===== src/rtl/pipeline_hazard_controller_pkg.sv =====
// Shared types and constants for the pipeline hazard controller.
// Optional feature macro used by this slice: HAZARD_PERF_COUNTERS_EN.
package defaultParametersPkg;

  typedef enum logic [1:0] {
    RUN        = 2'd0,
    LOAD_STALL = 2'd1,
    MEM_WAIT   = 2'd2
  } hazardStateType;

  localparam logic [4:0] ZERO_REGISTER = 5'd0;

endpackage


===== src/rtl/pipeline_hazard_controller_if.sv =====
// Pipeline <-> hazard controller bundle: decoded ID/EX/MEM fields in, stall/flush/redirect out.
// With HAZARD_PERF_COUNTERS_EN defined the bundle also carries stallCount and flushCount.
interface pipeline_hazard_controller_if;
  import defaultParametersPkg::*;

  logic [4:0]     idRs1;
  logic [4:0]     idRs2;
  logic           idUsesRs1;
  logic           idUsesRs2;
  logic [4:0]     exRd;
  logic           exMemoryReadEnable;
  logic           exRegisterWriteEnable;
  logic           exPcUpdate;
  logic           exBranchTaken;
  // Memory handshake: an access is in flight while memRequest is high; it completes
  // in the cycle memReady is high (ready in the request cycle means zero wait).
  logic           memRequest;
  logic           memReady;

  logic           pcStall;
  logic           ifIdStall;
  logic           idExStall;
  logic           exMemStall;
  logic           ifIdFlush;
  logic           idExFlush;
  logic           memWbFlush;
  logic           pcRedirect;
  logic           memTimeoutError;
  hazardStateType debugState;
`ifdef HAZARD_PERF_COUNTERS_EN
  logic [31:0]    stallCount;
  logic [31:0]    flushCount;
`endif

`ifdef HAZARD_PERF_COUNTERS_EN
  modport master (
    output idRs1, idRs2, idUsesRs1, idUsesRs2, exRd, exMemoryReadEnable,
           exRegisterWriteEnable, exPcUpdate, exBranchTaken, memRequest, memReady,
    input  pcStall, ifIdStall, idExStall, exMemStall, ifIdFlush, idExFlush,
           memWbFlush, pcRedirect, memTimeoutError, debugState, stallCount, flushCount
  );
  modport slave (
    input  idRs1, idRs2, idUsesRs1, idUsesRs2, exRd, exMemoryReadEnable,
           exRegisterWriteEnable, exPcUpdate, exBranchTaken, memRequest, memReady,
    output pcStall, ifIdStall, idExStall, exMemStall, ifIdFlush, idExFlush,
           memWbFlush, pcRedirect, memTimeoutError, debugState, stallCount, flushCount
  );
`else
  modport master (
    output idRs1, idRs2, idUsesRs1, idUsesRs2, exRd, exMemoryReadEnable,
           exRegisterWriteEnable, exPcUpdate, exBranchTaken, memRequest, memReady,
    input  pcStall, ifIdStall, idExStall, exMemStall, ifIdFlush, idExFlush,
           memWbFlush, pcRedirect, memTimeoutError, debugState
  );
  modport slave (
    input  idRs1, idRs2, idUsesRs1, idUsesRs2, exRd, exMemoryReadEnable,
           exRegisterWriteEnable, exPcUpdate, exBranchTaken, memRequest, memReady,
    output pcStall, ifIdStall, idExStall, exMemStall, ifIdFlush, idExFlush,
           memWbFlush, pcRedirect, memTimeoutError, debugState
  );
`endif

endinterface


===== src/rtl/pipeline_hazard_controller_load_use_detector.sv =====
// Combinational load-use hazard detect: a load in EX whose rd feeds a source read in ID.
module loadUseDetector
  import defaultParametersPkg::*;
(
  input  logic [4:0] idRs1,
  input  logic [4:0] idRs2,
  input  logic       idUsesRs1,
  input  logic       idUsesRs2,
  input  logic [4:0] exRd,
  input  logic       exMemoryReadEnable,
  output logic       loadUseHazard
);

  logic rs1Match;
  logic rs2Match;

  assign rs1Match = idUsesRs1 && (idRs1 == exRd);
  assign rs2Match = idUsesRs2 && (idRs2 == exRd);

  // x0 is hardwired to zero, so a load targeting it never produces a value to wait for.
  assign loadUseHazard = exMemoryReadEnable && (exRd != ZERO_REGISTER) && (rs1Match || rs2Match);

endmodule


===== src/rtl/pipeline_hazard_controller.sv =====
// Five-stage pipeline hazard sequencer: load-use stalls, taken-redirect flushes, memory waits.
// HAZARD_PERF_COUNTERS_EN adds wrapping stall/flush cycle counters.
module pipeline_hazard_controller
  import defaultParametersPkg::*;
#(
  parameter int LOAD_USE_STALL_CYCLES = 1,
  parameter int MEM_TIMEOUT           = 255
) (
  input logic                          clock,
  input logic                          reset,
  pipeline_hazard_controller_if.slave  hz
);

  localparam int                WAIT_W      = $clog2(MEM_TIMEOUT + 1);
  localparam logic [WAIT_W-1:0] WAIT_LIMIT  = WAIT_W'(MEM_TIMEOUT);
  localparam logic [1:0]        LOAD_REMAIN = 2'(LOAD_USE_STALL_CYCLES - 1);

  hazardStateType    state, stateNext;
  hazardStateType    savedState, savedStateNext;
  hazardStateType    resumeState;
  logic [1:0]        stallRemain, stallRemainNext;
  logic [1:0]        savedRemain, savedRemainNext;
  logic [1:0]        resumeRemain;
  logic [WAIT_W-1:0] waitCount, waitCountNext;
  logic              timeoutError, timeoutErrorNext;

  logic loadUseHazard;
  logic memWait;
  logic taken;

  logic pcStallInt, ifIdStallInt, idExStallInt, exMemStallInt;
  logic ifIdFlushInt, idExFlushInt, memWbFlushInt, pcRedirectInt;
  logic pcStallOut, ifIdFlushOut;

  loadUseDetector u_loadUseDetector (
    .idRs1              (hz.idRs1),
    .idRs2              (hz.idRs2),
    .idUsesRs1          (hz.idUsesRs1),
    .idUsesRs2          (hz.idUsesRs2),
    .exRd               (hz.exRd),
    .exMemoryReadEnable (hz.exMemoryReadEnable),
    .loadUseHazard      (loadUseHazard)
  );

  assign memWait = hz.memRequest && !hz.memReady;
  // Jumps arrive with exBranchTaken already set, so one term covers both.
  assign taken   = hz.exPcUpdate && hz.exBranchTaken;

  always_comb begin
    pcStallInt       = 1'b0;
    ifIdStallInt     = 1'b0;
    idExStallInt     = 1'b0;
    exMemStallInt    = 1'b0;
    ifIdFlushInt     = 1'b0;
    idExFlushInt     = 1'b0;
    memWbFlushInt    = 1'b0;
    pcRedirectInt    = 1'b0;
    stateNext        = state;
    savedStateNext   = savedState;
    stallRemainNext  = stallRemain;
    savedRemainNext  = savedRemain;
    waitCountNext    = '0;
    timeoutErrorNext = timeoutError;
    // Leaving MEM_WAIT this cycle behaves as if the saved state were current.
    resumeState      = (state == MEM_WAIT) ? savedState  : state;
    resumeRemain     = (state == MEM_WAIT) ? savedRemain : stallRemain;

    if (memWait) begin
      pcStallInt    = 1'b1;
      ifIdStallInt  = 1'b1;
      idExStallInt  = 1'b1;
      exMemStallInt = 1'b1;
      memWbFlushInt = 1'b1;
      stateNext     = MEM_WAIT;
      if (state != MEM_WAIT) begin
        savedStateNext  = state;
        savedRemainNext = stallRemain;
      end
      waitCountNext = (waitCount == WAIT_LIMIT) ? waitCount : waitCount + 1'b1;
      if (waitCountNext == WAIT_LIMIT) begin
        timeoutErrorNext = 1'b1;
      end
    end else if (taken) begin
      pcRedirectInt   = 1'b1;
      ifIdFlushInt    = 1'b1;
      idExFlushInt    = 1'b1;
      stallRemainNext = 2'd0;
      stateNext       = RUN;
    end else if (resumeState == LOAD_STALL) begin
      pcStallInt   = 1'b1;
      ifIdStallInt = 1'b1;
      idExFlushInt = 1'b1;
      if (resumeRemain <= 2'd1) begin
        stallRemainNext = 2'd0;
        stateNext       = RUN;
      end else begin
        stallRemainNext = resumeRemain - 2'd1;
        stateNext       = LOAD_STALL;
      end
    end else if (loadUseHazard) begin
      pcStallInt   = 1'b1;
      ifIdStallInt = 1'b1;
      idExFlushInt = 1'b1;
      stateNext    = RUN;
      if (LOAD_USE_STALL_CYCLES > 1) begin
        stallRemainNext = LOAD_REMAIN;
        stateNext       = LOAD_STALL;
      end
    end else begin
      stateNext = RUN;
    end
  end

  always_ff @(posedge clock or posedge reset) begin
    if (reset) begin
      state        <= RUN;
      savedState   <= RUN;
      stallRemain  <= 2'd0;
      savedRemain  <= 2'd0;
      waitCount    <= '0;
      timeoutError <= 1'b0;
    end else begin
      state        <= stateNext;
      savedState   <= savedStateNext;
      stallRemain  <= stallRemainNext;
      savedRemain  <= savedRemainNext;
      waitCount    <= waitCountNext;
      timeoutError <= timeoutErrorNext;
    end
  end

  assign pcStallOut   = pcStallInt & ~reset;
  assign ifIdFlushOut = ifIdFlushInt & ~reset;

  assign hz.pcStall         = pcStallOut;
  assign hz.ifIdStall       = ifIdStallInt & ~reset;
  assign hz.idExStall       = idExStallInt & ~reset;
  assign hz.exMemStall      = exMemStallInt & ~reset;
  assign hz.ifIdFlush       = ifIdFlushOut;
  assign hz.idExFlush       = idExFlushInt & ~reset;
  assign hz.memWbFlush      = memWbFlushInt & ~reset;
  assign hz.pcRedirect      = pcRedirectInt & ~reset;
  assign hz.memTimeoutError = timeoutError;
  assign hz.debugState      = state;

`ifdef HAZARD_PERF_COUNTERS_EN
  logic [31:0] stallCountReg;
  logic [31:0] flushCountReg;

  always_ff @(posedge clock or posedge reset) begin
    if (reset) begin
      stallCountReg <= 32'd0;
      flushCountReg <= 32'd0;
    end else begin
      if (pcStallOut)   stallCountReg <= stallCountReg + 32'd1;
      if (ifIdFlushOut) flushCountReg <= flushCountReg + 32'd1;
    end
  end

  assign hz.stallCount = stallCountReg;
  assign hz.flushCount = flushCountReg;
`endif

endmodule


===== src/flat_wrapper.sv =====
// flat-port wrapper written by rule: the top's interface ports become plain ports
module pipeline_hazard_controller_flat import defaultParametersPkg::*;
#(
  parameter int LOAD_USE_STALL_CYCLES = 1,
  parameter int MEM_TIMEOUT           = 255
)
  (clock, reset, hz_idRs1, hz_idRs2, hz_idUsesRs1, hz_idUsesRs2, hz_exRd, hz_exMemoryReadEnable, hz_exRegisterWriteEnable, hz_exPcUpdate, hz_exBranchTaken, hz_memRequest, hz_memReady, hz_pcStall, hz_ifIdStall, hz_idExStall, hz_exMemStall, hz_ifIdFlush, hz_idExFlush, hz_memWbFlush, hz_pcRedirect, hz_memTimeoutError, hz_debugState);
  pipeline_hazard_controller_if hz_i ();
  input logic clock;
  input logic reset;
  input wire logic [$bits(hz_i.idRs1)-1:0] hz_idRs1;
  input wire logic [$bits(hz_i.idRs2)-1:0] hz_idRs2;
  input wire logic [$bits(hz_i.idUsesRs1)-1:0] hz_idUsesRs1;
  input wire logic [$bits(hz_i.idUsesRs2)-1:0] hz_idUsesRs2;
  input wire logic [$bits(hz_i.exRd)-1:0] hz_exRd;
  input wire logic [$bits(hz_i.exMemoryReadEnable)-1:0] hz_exMemoryReadEnable;
  input wire logic [$bits(hz_i.exRegisterWriteEnable)-1:0] hz_exRegisterWriteEnable;
  input wire logic [$bits(hz_i.exPcUpdate)-1:0] hz_exPcUpdate;
  input wire logic [$bits(hz_i.exBranchTaken)-1:0] hz_exBranchTaken;
  input wire logic [$bits(hz_i.memRequest)-1:0] hz_memRequest;
  input wire logic [$bits(hz_i.memReady)-1:0] hz_memReady;
  output wire logic [$bits(hz_i.pcStall)-1:0] hz_pcStall;
  output wire logic [$bits(hz_i.ifIdStall)-1:0] hz_ifIdStall;
  output wire logic [$bits(hz_i.idExStall)-1:0] hz_idExStall;
  output wire logic [$bits(hz_i.exMemStall)-1:0] hz_exMemStall;
  output wire logic [$bits(hz_i.ifIdFlush)-1:0] hz_ifIdFlush;
  output wire logic [$bits(hz_i.idExFlush)-1:0] hz_idExFlush;
  output wire logic [$bits(hz_i.memWbFlush)-1:0] hz_memWbFlush;
  output wire logic [$bits(hz_i.pcRedirect)-1:0] hz_pcRedirect;
  output wire logic [$bits(hz_i.memTimeoutError)-1:0] hz_memTimeoutError;
  output wire logic [$bits(hz_i.debugState)-1:0] hz_debugState;
  assign hz_i.idRs1 = hz_idRs1;
  assign hz_i.idRs2 = hz_idRs2;
  assign hz_i.idUsesRs1 = hz_idUsesRs1;
  assign hz_i.idUsesRs2 = hz_idUsesRs2;
  assign hz_i.exRd = hz_exRd;
  assign hz_i.exMemoryReadEnable = hz_exMemoryReadEnable;
  assign hz_i.exRegisterWriteEnable = hz_exRegisterWriteEnable;
  assign hz_i.exPcUpdate = hz_exPcUpdate;
  assign hz_i.exBranchTaken = hz_exBranchTaken;
  assign hz_i.memRequest = hz_memRequest;
  assign hz_i.memReady = hz_memReady;
  assign hz_pcStall = hz_i.pcStall;
  assign hz_ifIdStall = hz_i.ifIdStall;
  assign hz_idExStall = hz_i.idExStall;
  assign hz_exMemStall = hz_i.exMemStall;
  assign hz_ifIdFlush = hz_i.ifIdFlush;
  assign hz_idExFlush = hz_i.idExFlush;
  assign hz_memWbFlush = hz_i.memWbFlush;
  assign hz_pcRedirect = hz_i.pcRedirect;
  assign hz_memTimeoutError = hz_i.memTimeoutError;
  assign hz_debugState = hz_i.debugState;
  pipeline_hazard_controller #(.LOAD_USE_STALL_CYCLES(LOAD_USE_STALL_CYCLES), .MEM_TIMEOUT(MEM_TIMEOUT)) u_core (.clock(clock), .reset(reset), .hz(hz_i));
endmodule

===== config.mk =====
export PLATFORM = sky130hd
export DESIGN_NAME = pipeline_hazard_controller_flat
export DESIGN_NICKNAME = d
export VERILOG_FILES = /design/src/rtl/pipeline_hazard_controller_pkg.sv /design/src/rtl/pipeline_hazard_controller_if.sv /design/src/rtl/pipeline_hazard_controller_load_use_detector.sv /design/src/rtl/pipeline_hazard_controller.sv /design/src/flat_wrapper.sv
export SDC_FILE = /design/constraint.sdc
export NUM_CORES = 1
export LEC_CHECK = 0
export BUFFER_PORTS_ARGS = -buffer_cell sky130_fd_sc_hd__buf_2
export CAP_MARGIN = 40
export CORE_ASPECT_RATIO = 1.5
export CORE_UTILIZATION = 45
export DETAILED_ROUTE_END_ITERATION = 12
export PLACE_DENSITY_LB_ADDON = 0.12
export SLEW_MARGIN = 10
export SYNTH_ARGS = -nofsm -noshare
export SYNTH_HDL_FRONTEND = slang
export SYNTH_HIERARCHICAL = 1
export SYNTH_SLANG_ARGS = --single-unit

===== constraint.sdc =====
create_clock -name clock -period 3.05 [get_ports clock]
set_clock_uncertainty 0.05 [all_clocks]
set_input_delay 0.305 -clock clock [delete_from_list [all_inputs] [get_ports clock]]
set_output_delay 0.305 -clock clock [all_outputs]
set_load 0.02 [all_outputs]

==> flow_summary.json, run 1 <==
{
  "initial_utilization": 0.493,
  "synth_area_mm2": 0.00104,
  "via_per_inst": 5.74,
  "htreeDepth": 1,
  "worst_slew_pin_slew_ps": 624,
  "synth_most_common_cell": "dfrtp_1",
  "rsz0062_at_grt": "false",
  "overflow": 0,
  "synthXorXnorAreaFrac": 0.110,
  "pin_count": 36,
  "fmaxAchievable_mhz": 467,
  "top_layer_used": "met4",
  "met2_length_um": 1280,
  "cts_setup_buffers": 0,
  "finalHoldViolCount": 0,
  "dp_hpwl_um": 1760,
  "drtPass1Iterations": 4,
  "powerDensity_mw_per_mm2": 336,
  "wl_per_cell_um": 13.4,
  "synth_top_area_frac": 0.411,
  "routabilityCongestion": 0.740,
  "ant_nets": 0,
  "outcome": "completed",
  "drtIter0Drc": 22,
  "nets": 163,
  "crit_path_start_kind": "primary input",
  "async_reset_ff_frac": 1.00,
  "syn_area_per_cell_um2": 9.96,
  "synth.distinct_cells": 40,
  "grt_max_degree": 18,
  "cts.repair.resized": 0,
  "grt_pass1_wl_um": 3380,
  "cts_num_sinks": 17,
  "die_height_um": 60.8,
  "muxShareOfSynthArea": 0.0507,
  "routedLengthMet1_um": 778,
  "synth.area.top_cells": "dfrtp_1 (41%), xor2_1 (6.8%), xnor2_1 (4.2%)",
  "setup-tns-final_ps": 0,
  "relSlewSlack": 0.584,
  "crit_type": "primary input to output pin",
  "nFillCells": 206,
  "drive_gt1_frac": 0.346,
  "synthSimpleGateAreaFrac": 0.231,
  "cp-end-kind": "output pin",
  "report.final.slew_viol_count": 0,
  "root_buffer": "clkbuf_4",
  "synth_edf_count": 0,
  "die-area_mm2": 0.00250,
  "synth_top_area_cell": "dfrtp_1",
  "synth-compound-area-share": 0.134,
  "core-area_mm2": 0.00210,
  "hp-class": "primary input to async pin",
  "drc": 0,
  "gr-usage-all-layers": 0.198,
  "die_w_um": 41.2,
  "cts_hold_buf": 0,
  "finalCritPeriodShare": 0.702,
  "routed_wl_um": 2120,
  "clockBufferDepth": 2,
  "rows": 20,
  "io_buffer_count": 34,
  "synth_warnings": 6,
  "wl_met3_um": 43,
  "synthFlopType": "dfrtp_1",
  "grt_pass1_vias": 875,
  "cp.arrival_ps": 1780,
  "clk_latency_ps": 290,
  "yosysSeqAreaShare": 0.411,
  "cts_buffers": 3,
  "maxCapViolations": 0,
  "antenna_found_initial": 0,
  "power_leakage_nw": 0.639,
  "n_antenna_cell": 0,
  "cp_slowest_cell": "nor4_1",
  "synth_adder_area_share": 0.0121,
  "worstPathRequired_ps": 2690,
  "fin_crit_ps": 2140,
  "finalSetupViolCount": 0,
  "cts.clk_slew.worst_paths_ps": 100,
  "vdd_drop_max_v": 0.000226,
  "crit_chain": "buf_2, xor2_1, nor4_1, nand3_1, a21oi_1, inv_1, a22o_1, a21oi_1, buf_2",
  "cts_tree": "yes",
  "syn_to_final_growth_pct": 18.0,
  "finalPower_mw": 0.411,
  "netlist_instances": 104,
  "slowest_delay_ps": 330,
  "path_max_fanout": 3,
  "synth_nets": 130,
  "vias": 907,
  "synth_common_cells": "dfrtp_1 (17), a21oi_1 (8), xor2_1 (8)",
  "synth_seq_cells": 17,
  "synth_top_family_by_area": "simple AND/OR/NAND/NOR gates"
}
[critical path: cells and delay by family]
kind                   cells  cell delay (ps)
AND/OR/NAND/NOR            2              460
buffers and inverters      3              380
AO/OA/AOI/OAI              3              490
XOR/XNOR                   1              150
[sequential cells by signal, summed over array words and instances, names as in the netlist]
| name | flops |
|---|---|
| u_core/savedState | 2 |
| u_core/hz.debugState | 2 |
| u_core/waitCount | 8 |
| u_core/savedRemain | 2 |
| u_core/hz.memTimeoutError | 1 |
| u_core/stallRemain | 2 |
[cells by family (layout without fill, tap and decap cells)]
| family | after synthesis | in the layout |
|---|---|---|
| simple gates | 37 | 37 |
| compound gates | 21 | 21 |
| flops | 17 | 17 |
| xor+xnor | 13 | 13 |
| buf+inv | 10 | 42 |
| mux | 5 | 5 |
| fa+ha+maj | 1 | 1 |
[routing by layer]
| layer | vias up | global-route usage |
|---|---|---|
| met3 | 2 | 0.0330 |
| met2 | 16 | 0.393 |
| met5 | - | 0 |
| met1 | 451 | 0.176 |
| met4 | 0 | 0.0829 |
| li1 | 438 | - |
[area by class of cell]
| cell class | count | area, µm² | area share |
|---|---|---|---|
| clock buffer | 3 | 22.5 | 0.0184 |
| tap | 22 | 27.5 | 0.0225 |
| clock inverter | 1 | 5.00 | 0.00409 |
| multi-input combinational | 77 | 557 | 0.455 |
| timing repair buffer | 34 | 170 | 0.139 |
| sequential | 17 | 425 | 0.348 |
| inverter | 4 | 15.0 | 0.0123 |
[path summary, 6_finish.rpt]
path / start / to / slack [ps] / cells after the start
max in group asynchronous: reset / u_core/hz.memTimeoutError$_DFFE_PP0P_ / 2470 / 2
min in group clock: hz_exBranchTaken / u_core/hz.debugState[0]$_DFF_PP0_ / 380 / 4
worst max register to register: u_core/waitCount[0]$_DFF_PP0_ / u_core/hz.memTimeoutError$_DFFE_PP0P_ / 1440 / 5
worst max-delay path: hz_exRd[2] / hz_ifIdStall / 910 / 9
worst min register to register: u_core/hz.memTimeoutError$_DFFE_PP0P_ / u_core/hz.memTimeoutError$_DFFE_PP0P_ / 420 / 1
worst min-delay path: reset / u_core/hz.debugState[1]$_DFF_PP0_ / 70 / 2
[placed cells by master, fill, tap and decap left out, drive strengths merged]
master,netlist,routed
mux2i,3,3
a41o,1,1
a21oi,8,8
and2,2,2
a311oi,1,1
and4b,1,1
and3,3,3
mux2,2,2
clkinv,0,1
nand4b,2,2
buf,5,34
a31oi,3,3
dfrtp,17,17
nor4,3,3
nor2,6,6
ha,1,1
o21ai,3,3
and4,1,1
xor2,8,8
nor3,3,3
nand2b,1,1
and3b,1,1
nand3,5,5
nand4,1,1
inv,4,4
a21o,2,2
a211oi,1,1
or4,1,1
clkbuf,1,3
xnor2,5,5
a22o,2,2
nand2,5,5
nor2b,2,2
[where the power goes]
group / total (mW) / internal [mW] / leakage, nW / switching [mW]
Clock: 0.117 / 0.0487 / 0.0177 / 0.0682
Combinational: 0.0646 / 0.0276 / 0.386 / 0.0370
Sequential: 0.229 / 0.227 / 0.235 / 0.00218
Total: 0.411 / 0.303 / 0.639 / 0.107
[metrics by stage]
| stage | cells | utilization | setup slack [ps] | area, µm² | hold WS, ps |
|---|---|---|---|---|---|
| global placement | 154 | 0.568 | 1010 | 1190 | 404 |
| detailed placement | 154 | 0.568 | 953 | 1190 | 406 |
| floorplan | 104 | - | 905 | 1040 | 181 |
| CTS | 158 | 0.582 | 945 | 1220 | 85.7 |
| finish | 158 | 0.582 | 910 | 1220 | 69.2 |
| global route | 158 | 0.582 | 794 | 1220 | 127 |
Note: power is estimated with default switching activity, not from simulation.
==> inputs of run 2 (changes only) <==
--- a/config.mk
+++ b/config.mk
@@ -8,7 +8,7 @@
 export BUFFER_PORTS_ARGS = -buffer_cell sky130_fd_sc_hd__buf_2
 export CAP_MARGIN = 40
 export CORE_ASPECT_RATIO = 1.5
-export CORE_UTILIZATION = 45
+export CORE_UTILIZATION = 44
 export DETAILED_ROUTE_END_ITERATION = 12
 export PLACE_DENSITY_LB_ADDON = 0.12
 export SLEW_MARGIN = 10
==> constraint.sdc (replaced) <==
create_clock -name clock -period 1.8 [get_ports clock]
set_clock_uncertainty 0.05 [all_clocks]
set_input_delay 0.18 -clock clock [delete_from_list [all_inputs] [get_ports clock]]
set_output_delay 0.18 -clock clock [all_outputs]
set_load 0.02 [all_outputs]
==> run 2 against run 1 <==
Against the previous run: final area up 11%; sequential share of layout area down 3.5 points; sequential power up 69%; largest cell class unchanged; final cell count rose by 7.0%; combinational power rose by 110%; the flow now finishes with violations (setup timing); first-iteration DRC count increased by 14%; critical path type unchanged; hold slack better by 170 ps.
==> flow_summary.json, run 2 (synthesis gave the netlist of run 1 again) <==
{
  "max_flop_register": "u_core/waitCount",
  "dp_slack_ps": 15.0,
  "clk_latency_ps": 280,
  "utilization": 0.609,
  "root_buffer": "clkbuf_4",
  "die-area_mm2": 0.00256,
  "grt_max_degree": 18,
  "crit_chain": "buf_2, xor2_1, nor4_1, nand3_1, a21oi_2, inv_2, a22o_1, a21oi_2, buf_6",
  "nFillCells": 192,
  "cts_num_sinks": 17,
  "drc": 0,
  "cts_buffers": 3,
  "layout_setup_ws_ps": -9.85,
  "core-area_mm2": 0.00223,
  "io_buffer_count": 34,
  "finalCritPeriodShare": 1.01,
  "routed_wl_um": 2320,
  "power_leakage_nw": 0.696,
  "violations": "setup timing",
  "grt_pass1_vias": 839,
  "cts_tree": "yes",
  "nets": 173,
  "cp_slowest_cell": "nor4_1",
  "clockBufferDepth": 2,
  "antenna_found_initial": 0,
  "initial_utilization": 0.464,
  "vias": 919,
  "rsz0062_at_grt": "true",
  "finalSetupViolCount": 2,
  "hp-class": "primary input to register",
  "fmaxAchievable_mhz": 553,
  "via_per_inst": 5.44,
  "powerDensity_mw_per_mm2": 529,
  "maxCapViolations": 0,
  "drtIter0Drc": 25,
  "placed_cells": 159,
  "drtPass1Iterations": 4,
  "rows": 21,
  "n_antenna_cell": 0,
  "largest_reg_flops": 8,
  "crit_path_start_kind": "primary input",
  "pin_count": 36,
  "slowest_delay_ps": 280,
  "finalNonFillerCells": 169,
  "report.final.slew_viol_count": 0,
  "relSlewSlack": 0.565,
  "syn_to_final_growth_pct": 31.3,
  "outcome": "finished with violations",
  "cts.clk_slew.worst_paths_ps": 90,
  "die_w_um": 41.6,
  "overflow": 0,
  "crit_type": "primary input to output pin",
  "worstPathRequired_ps": 1570,
  "crit_family": "compound AO/OA/AOI/OAI gates",
  "drive_gt1_frac": 0.411,
  "wl_per_cell_um": 13.7,
  "routabilityCongestion": 0.786,
  "vdd_drop_max_v": 0.000396,
  "fin_crit_ps": 1810,
  "dp_hpwl_um": 1820,
  "timing.hold.ws_ps": 240,
  "cp-end-kind": "output pin",
  "crit_path_frequent_cell": "a21oi_2",
  "worst-path-buf-inv": 3,
  "finalPower_mw": 0.719,
  "path_max_fanout": 2,
  "htreeDepth": 1,
  "worst_slew_pin_slew_ps": 652,
  "grt_pass1_wl_um": 3650,
  "die_height_um": 61.4,
  "final_cell_mix": "buf_2 (30), dfrtp_1 (17), buf_4 (8)",
  "cp.arrival_ps": 1580,
  "ant_nets": 0,
  "finalHoldViolCount": 0,
  "gr-usage-all-layers": 0.191,
  "final_common_cell": "buf_2"
}
[run 2: cell types whose count changed in the layout (fill, tap and decap cells not counted), moves of 2 or more]
| cell | before | now |
|---|---|---|
| a21oi_1 | 8 | 6 |
| a21oi_2 | 0 | 2 |
| buf_2 | 34 | 30 |
| buf_4 | 0 | 8 |
| buf_6 | 0 | 5 |
[run 2: timing repair]
action,CTS,global route
setup endpoints to repair,3,3
endpoints found under the hold margin,17,0
hold buffers,1,0
buffers inserted,4,1
pin swaps,1,8
gates resized for setup,2,12
[run 2: final timing paths]
check                           depth (start not counted)                               endpoint                             startpoint  slack [ps]
worst max-delay path                                    9                           hz_ifIdStall                             hz_exRd[2]         -10
worst min-delay path                                    4      u_core/hz.debugState[0]$_DFF_PP0_                       hz_exBranchTaken         240
worst max register to register                          6      u_core/stallRemain[0]$_DFFE_PP0P_      u_core/hz.debugState[0]$_DFF_PP0_         260
worst min register to register                          1  u_core/hz.memTimeoutError$_DFFE_PP0P_  u_core/hz.memTimeoutError$_DFFE_PP0P_         440
max in group asynchronous                               3  u_core/hz.memTimeoutError$_DFFE_PP0P_                                  reset         760
min in group asynchronous                               3          u_core/waitCount[4]$_DFF_PP0_                                  reset         520
[run 2: stage by stage]
step	cell area, µm²	setup TNS (ps)
final	1360	-16.4
after CTS	1300	0
after global placement	1230	0
after detailed placement	1230	0
after floorplan	1040	0
after global routing	1360	-188
[run 2: cell type report]
cell class	instances	area, µm²	share of cell area
timing repair buffer	44	277	0.203
clock buffer	4	26.3	0.0193
tap	23	28.8	0.0212
multi-input combinational	77	588	0.432
inverter	4	15.0	0.0110
sequential	17	425	0.313
[run 2: worst reg2reg max path: stages (launching register included)]
cell     delay (ps)
dfrtp_1         440
nor2b_4         160
buf_4           120
buf_4           110
mux2i_1         260
nor3_2           80
a22o_1          220
[run 2: power breakdown]
group / internal, mW / total, mW / switching, mW
Combinational: 0.0637 / 0.133 / 0.0695
Sequential: 0.385 / 0.388 / 0.00359
Clock: 0.0860 / 0.198 / 0.112
[run 2: metal layers]
layer,vias to the layer above,track usage,share of wire
met3,4,0.0381,0.035
met5,-,0,0
met4,0,0.0691,0.015
li1,458,-,-
met2,25,0.377,0.57
met1,432,0.200,0.38
